**src/rtl/seg_mux_if.sv**
```systemverilog
// seg_mux_if: digit-producer / display-side signals of the segment multiplexer.
// The producer (master) drives digits_in and load. The multiplexer (slave) drives
// num, dig_en_n and frame_done.
// Handshake: load is a single-cycle strobe with no ready. Every rising clk edge
// that sees load=1 is one transfer of digits_in, and the multiplexer always accepts it.
interface seg_mux_if #(
  parameter int NUM_DIGITS = 2
);
  logic [4*NUM_DIGITS-1:0] digits_in;
  logic                    load;
  logic [3:0]              num;
  logic [NUM_DIGITS-1:0]   dig_en_n;
  logic                    frame_done;

  modport master (
    output digits_in,
    output load,
    input  num,
    input  dig_en_n,
    input  frame_done
  );

  modport slave (
    input  digits_in,
    input  load,
    output num,
    output dig_en_n,
    output frame_done
  );
endinterface

```
**src/rtl/seg_mux_ctrl.sv**
```systemverilog
// seg_mux_ctrl: time-multiplexes NUM_DIGITS hex digits onto one shared seven-segment
// decoder. Each digit slot is BLANK_CYCLES dark cycles followed by DWELL_CYCLES lit cycles.
// New digit values wait in a shadow register and are committed only at frame boundaries,
// so a frame never shows a mix of old and new digits.
// Optional feature macro: SEG_MUX_LZB_EN enables leading-zero blanking.
// dbg_state exposes the FSM state (0 = BLANK, 1 = DRIVE).
module seg_mux_ctrl #(
  parameter int NUM_DIGITS   = 2,
  parameter int DWELL_CYCLES = 48_000,
  parameter int BLANK_CYCLES = 480
) (
  input  logic     clk,
  input  logic     rst_n,
  seg_mux_if.slave bus,
  output logic     dbg_state
);
  localparam int MAX_CYCLES = (DWELL_CYCLES > BLANK_CYCLES) ? DWELL_CYCLES : BLANK_CYCLES;
  localparam int CNT_W      = $clog2(MAX_CYCLES + 1);
  localparam int IDX_W      = $clog2(NUM_DIGITS);
  localparam int DW         = 4 * NUM_DIGITS;

  localparam logic [CNT_W-1:0] BLANK_LAST = CNT_W'(BLANK_CYCLES - 1);
  localparam logic [CNT_W-1:0] DWELL_LAST = CNT_W'(DWELL_CYCLES - 1);
  localparam logic [IDX_W-1:0] IDX_LAST   = IDX_W'(NUM_DIGITS - 1);

  if (NUM_DIGITS < 2 || NUM_DIGITS > 8) begin : g_bad_num_digits
    $error("seg_mux_ctrl: NUM_DIGITS must be in 2..8");
  end
  if (DWELL_CYCLES < 1) begin : g_bad_dwell
    $error("seg_mux_ctrl: DWELL_CYCLES must be >= 1");
  end
  if (BLANK_CYCLES < 1) begin : g_bad_blank
    $error("seg_mux_ctrl: BLANK_CYCLES must be >= 1");
  end

  typedef enum logic {
    ST_BLANK = 1'b0,
    ST_DRIVE = 1'b1
  } state_e;

  state_e                state_q, state_d;
  logic [IDX_W-1:0]      idx_q, idx_d;
  logic [CNT_W-1:0]      cnt_q, cnt_d;
  logic [3:0]            num_q, num_d;
  logic [NUM_DIGITS-1:0] dig_en_n_q, dig_en_n_d;
  logic                  frame_done_q, frame_done_d;
  logic [DW-1:0]         active_q, active_d;
  logic [DW-1:0]         shadow_q, shadow_d;
  logic                  pend_q, pend_d;

  // lead[k] = 1 when digit k must stay dark during its own slot.
  logic [NUM_DIGITS-1:0] lead;

`ifdef SEG_MUX_LZB_EN
  logic zero_above;

  // Leading-zero detection over the committed digits; digit 0 is never leading.
  always_comb begin
    lead       = '0;
    zero_above = 1'b1;
    for (int k = NUM_DIGITS - 1; k >= 1; k--) begin
      zero_above = zero_above & (active_q[4*k +: 4] == 4'h0);
      lead[k]    = zero_above;
    end
  end
`else
  assign lead = '0;
`endif

  // Next-state, counter, shadow/commit and registered-output computation.
  always_comb begin
    state_d      = state_q;
    idx_d        = idx_q;
    cnt_d        = cnt_q + CNT_W'(1);
    num_d        = num_q;
    dig_en_n_d   = dig_en_n_q;
    frame_done_d = 1'b0;
    active_d     = active_q;
    shadow_d     = shadow_q;
    pend_d       = pend_q;

    if (bus.load) begin
      shadow_d = bus.digits_in;
      pend_d   = 1'b1;
    end

    case (state_q)
      ST_BLANK: begin
        if (cnt_q == BLANK_LAST) begin
          state_d    = ST_DRIVE;
          cnt_d      = '0;
          dig_en_n_d = '1;
          for (int k = 0; k < NUM_DIGITS; k++) begin
            if (idx_q == IDX_W'(k) && !lead[k]) dig_en_n_d[k] = 1'b0;
          end
        end
      end
      ST_DRIVE: begin
        if (cnt_q == DWELL_LAST) begin
          state_d    = ST_BLANK;
          cnt_d      = '0;
          dig_en_n_d = '1;
          if (idx_q == IDX_LAST) begin
            // Frame boundary: a load on this very edge bypasses the shadow.
            idx_d        = '0;
            frame_done_d = 1'b1;
            if (bus.load) begin
              active_d = bus.digits_in;
              pend_d   = 1'b0;
            end else if (pend_q) begin
              active_d = shadow_q;
              pend_d   = 1'b0;
            end
          end else begin
            idx_d = idx_q + IDX_W'(1);
          end
          // num only moves on BLANK entry so the decoder settles while dark.
          num_d = '0;
          for (int k = 0; k < NUM_DIGITS; k++) begin
            if (idx_d == IDX_W'(k)) num_d = active_d[4*k +: 4];
          end
        end
      end
      default: begin
        state_d = ST_BLANK;
      end
    endcase
  end

  // State and datapath registers; reset forces all anodes off without a clock.
  always_ff @(posedge clk or negedge rst_n) begin
    if (!rst_n) begin
      state_q      <= ST_BLANK;
      idx_q        <= '0;
      cnt_q        <= '0;
      num_q        <= '0;
      dig_en_n_q   <= '1;
      frame_done_q <= 1'b0;
      active_q     <= '0;
      shadow_q     <= '0;
      pend_q       <= 1'b0;
    end else begin
      state_q      <= state_d;
      idx_q        <= idx_d;
      cnt_q        <= cnt_d;
      num_q        <= num_d;
      dig_en_n_q   <= dig_en_n_d;
      frame_done_q <= frame_done_d;
      active_q     <= active_d;
      shadow_q     <= shadow_d;
      pend_q       <= pend_d;
    end
  end

  assign bus.num        = num_q;
  assign bus.dig_en_n   = dig_en_n_q;
  assign bus.frame_done = frame_done_q;
  assign dbg_state      = state_q;

endmodule

```
**src/flat_wrapper.sv**
```systemverilog
// flat-port wrapper written by rule: the top's interface ports become plain ports
module seg_mux_ctrl_flat 
#(
  parameter int NUM_DIGITS   = 2,
  parameter int DWELL_CYCLES = 48_000,
  parameter int BLANK_CYCLES = 480
)
  (clk, rst_n, dbg_state, bus_digits_in, bus_load, bus_num, bus_dig_en_n, bus_frame_done);
  seg_mux_if #(.NUM_DIGITS(NUM_DIGITS)) bus_i ();
  input  logic clk;
  input  logic rst_n;
  output logic dbg_state;
  input wire logic [$bits(bus_i.digits_in)-1:0] bus_digits_in;
  input wire logic [$bits(bus_i.load)-1:0] bus_load;
  output wire logic [$bits(bus_i.num)-1:0] bus_num;
  output wire logic [$bits(bus_i.dig_en_n)-1:0] bus_dig_en_n;
  output wire logic [$bits(bus_i.frame_done)-1:0] bus_frame_done;
  assign bus_i.digits_in = bus_digits_in;
  assign bus_i.load = bus_load;
  assign bus_num = bus_i.num;
  assign bus_dig_en_n = bus_i.dig_en_n;
  assign bus_frame_done = bus_i.frame_done;
  seg_mux_ctrl #(.NUM_DIGITS(NUM_DIGITS), .DWELL_CYCLES(DWELL_CYCLES), .BLANK_CYCLES(BLANK_CYCLES)) u_core (.clk(clk), .rst_n(rst_n), .bus(bus_i), .dbg_state(dbg_state));
endmodule
```
**config.mk**
```make
export PLATFORM = sky130hd
export DESIGN_NAME = seg_mux_ctrl_flat
export DESIGN_NICKNAME = d
export VERILOG_FILES = /design/src/rtl/seg_mux_if.sv /design/src/rtl/seg_mux_ctrl.sv /design/src/flat_wrapper.sv
export SDC_FILE = /design/constraint.sdc
export NUM_CORES = 1
export LEC_CHECK = 0
export ABC_AREA = 1
export BUFFER_PORTS_ARGS = -buffer_cell sky130_fd_sc_hd__buf_2
export CORE_MARGIN = 4
export CORE_UTILIZATION = 50
export DETAILED_ROUTE_END_ITERATION = 7
export PLACE_DENSITY = 0.72
export SKIP_CTS_REPAIR_TIMING = 1
export SYNTH_ARGS = -nofsm -noshare
export SYNTH_HDL_FRONTEND = slang
export SYNTH_SLANG_ARGS = --single-unit
```
**constraint.sdc**
```tcl
create_clock -name clk -period 3.8 [get_ports clk]
set_clock_uncertainty 0.15 [all_clocks]
set_input_delay 0.38 -clock clk [delete_from_list [all_inputs] [get_ports clk]]
set_output_delay 0.38 -clock clk [all_outputs]
set_load 0.02 [all_outputs]
```
==> summary.txt <==
Run status
  – Outcome: finished clean

GRT
  – First-pass GRT wire length: 7850 um
  – Tot GR Track Use: 18.1%
  – Gr ovfl total: 0
  – Pin count of the biggest net entering global routing: 43
  – Vias in the first global route: around 1700
  – Initial antenna violation count: 0

Final layout
  – Diode count: 0
  – Most common cell after layout, fill and taps aside: nand2_1
  – Layout Nets: 344
  – Most frequent cells in the layout: nand2_1, nor2_1, dfrtp_1
  – Final instance area: 2460 sq um
  – Finished Layout Cells: 385
  – Layout area overhead: 9.23%
  – Share of cells above drive strength 1: 13.5%

Timing
  – Final period util: 46.6%
  – Final hold vios: 0
  – Crit path time final: 1770 ps
  – Max Clk Rate: about 0.56 GHz
  – Worst Tran Pin Value: roughly 900 ps
  – Unrepaired setup endpoints after global routing: false
  – Final setup TNS: 0 ps
  – Final worst slack: ~2000 ps
  – Slew HR: 40.4%
  – Max-slew violations: 0
  – Final setup viols: 0

Detailed routing
  – Via-to-Cell Ratio: 4.85
  – WL per Instance: 11.6 um
  – Iter 0 DRT Violations: 109
  – WL final: 4470 um
  – Antenna-violating nets left: 0
  – Initial DRT Pass Iterations: 4
  – Drc violations: 0
  – Vias: 1868

Yosys
  – Post-synth EDFFs: 0
  – Synth Net Count: 327
  – Ys Warns: 0
  – Post-Syn Area: 2250 sq um
  – Ys flop type: dfrtp_1
  – Post-synth ARST share: 100%
  – Mean post-synth cell area: 7.14 sq um
  – Seq cells post-synth: 42
  – Post-Syn Instances: between 300 and 400
  – Count of different cell masters after synthesis: 26
  – Register area share after synthesis: 46.8%

Pwr
  – P_sw: 0.000177 W
  – Pint: 0.000611 W
  – Clock power frac: 37.8%
  – Peak VDD IR: 0.000223 V
  – PD cells: 321 nW/um^2
  – Power share of the sequential group: 57.9%
  – Logic pwr share: 4.4%
  – Leak pwr: 1.18 nW
  – Sw frac: 22.5%

CTS
  – CTS root buf: clkbuf_8
  – Num CTS Buffers: 5
  – Skew-Pair Late Insertion Delay: roughly 300 ps
  – CTS tree: yes
  – Clock buffer depth: 2
  – H-tree lvl count: 2
  – Clock sink count: 42
  – CTS clk-pin slew, worst paths: 80 ps

Min path
  – Hold Path Class: in2async

Place
  – GP Congestion: 0.857
  – Placed Area: approximately 2400 sq um
  – HPWL after DPL: 3250 um
  – Port Buf Inserts: 18
  – Placed Cells: 377
  – Setup WS pre-CTS: 2040 ps

Die
  – Core Box Area: 4350 sq um
  – Die X: 75.1 um
  – # IOs: 19
  – DIE HEIGHT: between 70 and 80 um
  – Std cell rows: 24
  – Die footprint: ~5600 sq um
  – Starting Density: 51.7%

Worst setup path
  – Critical path data arrival time: 1860 ps
  – Setup crit end kind: flip-flop
  – Req. time, crit path: 3890 ps
  – Crit-path max FO: 17
  – Setup CP Type: reg2reg
  – Crit start category: flip-flop

Run
  – MaxCap Viol Count: 0
==> flip-flops by register name, summed over array words and instances (netlist names) <==
name / count
u_core.bus.num: 4
u_core.shadow_q: 8
u_core.idx_q: 1
u_core.cnt_q: 16
u_core.bus.frame_done: 1
u_core.bus.dig_en_n: 2
u_core.dbg_state: 1
u_core.pend_q: 1
u_core.active_q: 8
==> cell usage after synthesis (2+ instances only) <==
cell type | instances | area [sq um]
a21oi_1 | 5 | 25.0
buf_2 | 4 | 20.0
clkbuf_1 | 3 | 11.3
dfrtp_1 | 40 | 1000
dfstp_2 | 2 | 52.6
inv_1 | 19 | 71.3
inv_2 | 3 | 11.3
nand2_1 | 138 | 518
nand2_2 | 3 | 18.8
nand3_1 | 11 | 55.1
nand4_1 | 9 | 56.3
nor2_1 | 40 | 150
nor2_2 | 2 | 12.5
nor3_1 | 2 | 10.0
o21ai_0 | 11 | 55.1
or2_2 | 7 | 43.8
xor2_1 | 7 | 61.3
==> power groups by stage <==
stage          combinational (W)  clock [W]  sequential [W]
6_report               0.0000343   0.000298        0.000456
5_1_grt                0.0000421   0.000326        0.000457
4_1_cts                0.0000354   0.000308        0.000456
3_5_place_dp           0.0000354          0        0.000465
3_3_place_gp           0.0000347          0        0.000465
2_1_floorplan          0.0000186          0        0.000464
==> cell type report <==
type,instances,area (sq um)
Clock buffer,6,82.6
Clock inverter,2,12.5
Fill cell,424,1900
Inverter,24,91.3
Multi-Input combinational cell,241,1060
Sequential cell,42,1050
Tap cell,52,65.1
Timing Repair Buffer,18,90.1
==> cells by family after synthesis <==
kind of cell	after synthesis	synth area share, %
and+or+nand+nor	214	39.5
adders and majority gates	1	0.556
DFF	42	46.8
xor gates and xnor gates	8	3.11
AOI/OAI and AO/OA	18	4.06
buffers and inverters	32	5.95
==> metrics by stage <==
step | util, % | hold WS, ps | total power, W
after floorplan | - | -65.6 | 0.000483
after global placement | 54.3 | 298 | 0.000499
after detailed placement | 54.3 | 301 | 0.000500
after CTS | 56.4 | 93.9 | 0.000799
after global routing | 56.4 | 143 | 0.000824
final | 56.4 | 59.3 | 0.000788
==> worst paths after layout <==
| path | endpoint | slack, ps | cells past startpoint | from |
|---|---|---|---|---|
| worst max-delay path | u_core.bus.num[3] | 2030 | 9 | u_core.cnt_q[0] |
| worst min-delay path | u_core.cnt_q[14] | 60 | 1 | rst_n |
| worst max register to register | u_core.bus.num[3] | 2030 | 9 | u_core.cnt_q[0] |
| worst min register to register | u_core.shadow_q[6] | 320 | 2 | u_core.shadow_q[6] |
| max in group asynchronous | u_core.cnt_q[8] | 2880 | 1 | rst_n |
| min in group clk | u_core.shadow_q[6] | 160 | 3 | bus_digits_in[6] |
==> metal layers <==
metal,routed length (um),GRT usage [%]
met1,2380,28.4
met2,1810,24.8
met3,236,3.74
met4,50,5.73
met5,0,0
==> critical path: stages, from the launching register on <==
cell and delay, ps:
dfrtp_1 440, ha_1 220, nand2_2 80, inv_2 80, nand2_2 60, nor2_2 150
nand3_4 200, clkinv_2 210, nand2_1 80, nand2_1 60
No activity file was read; power rests on OpenSTA's default activity.
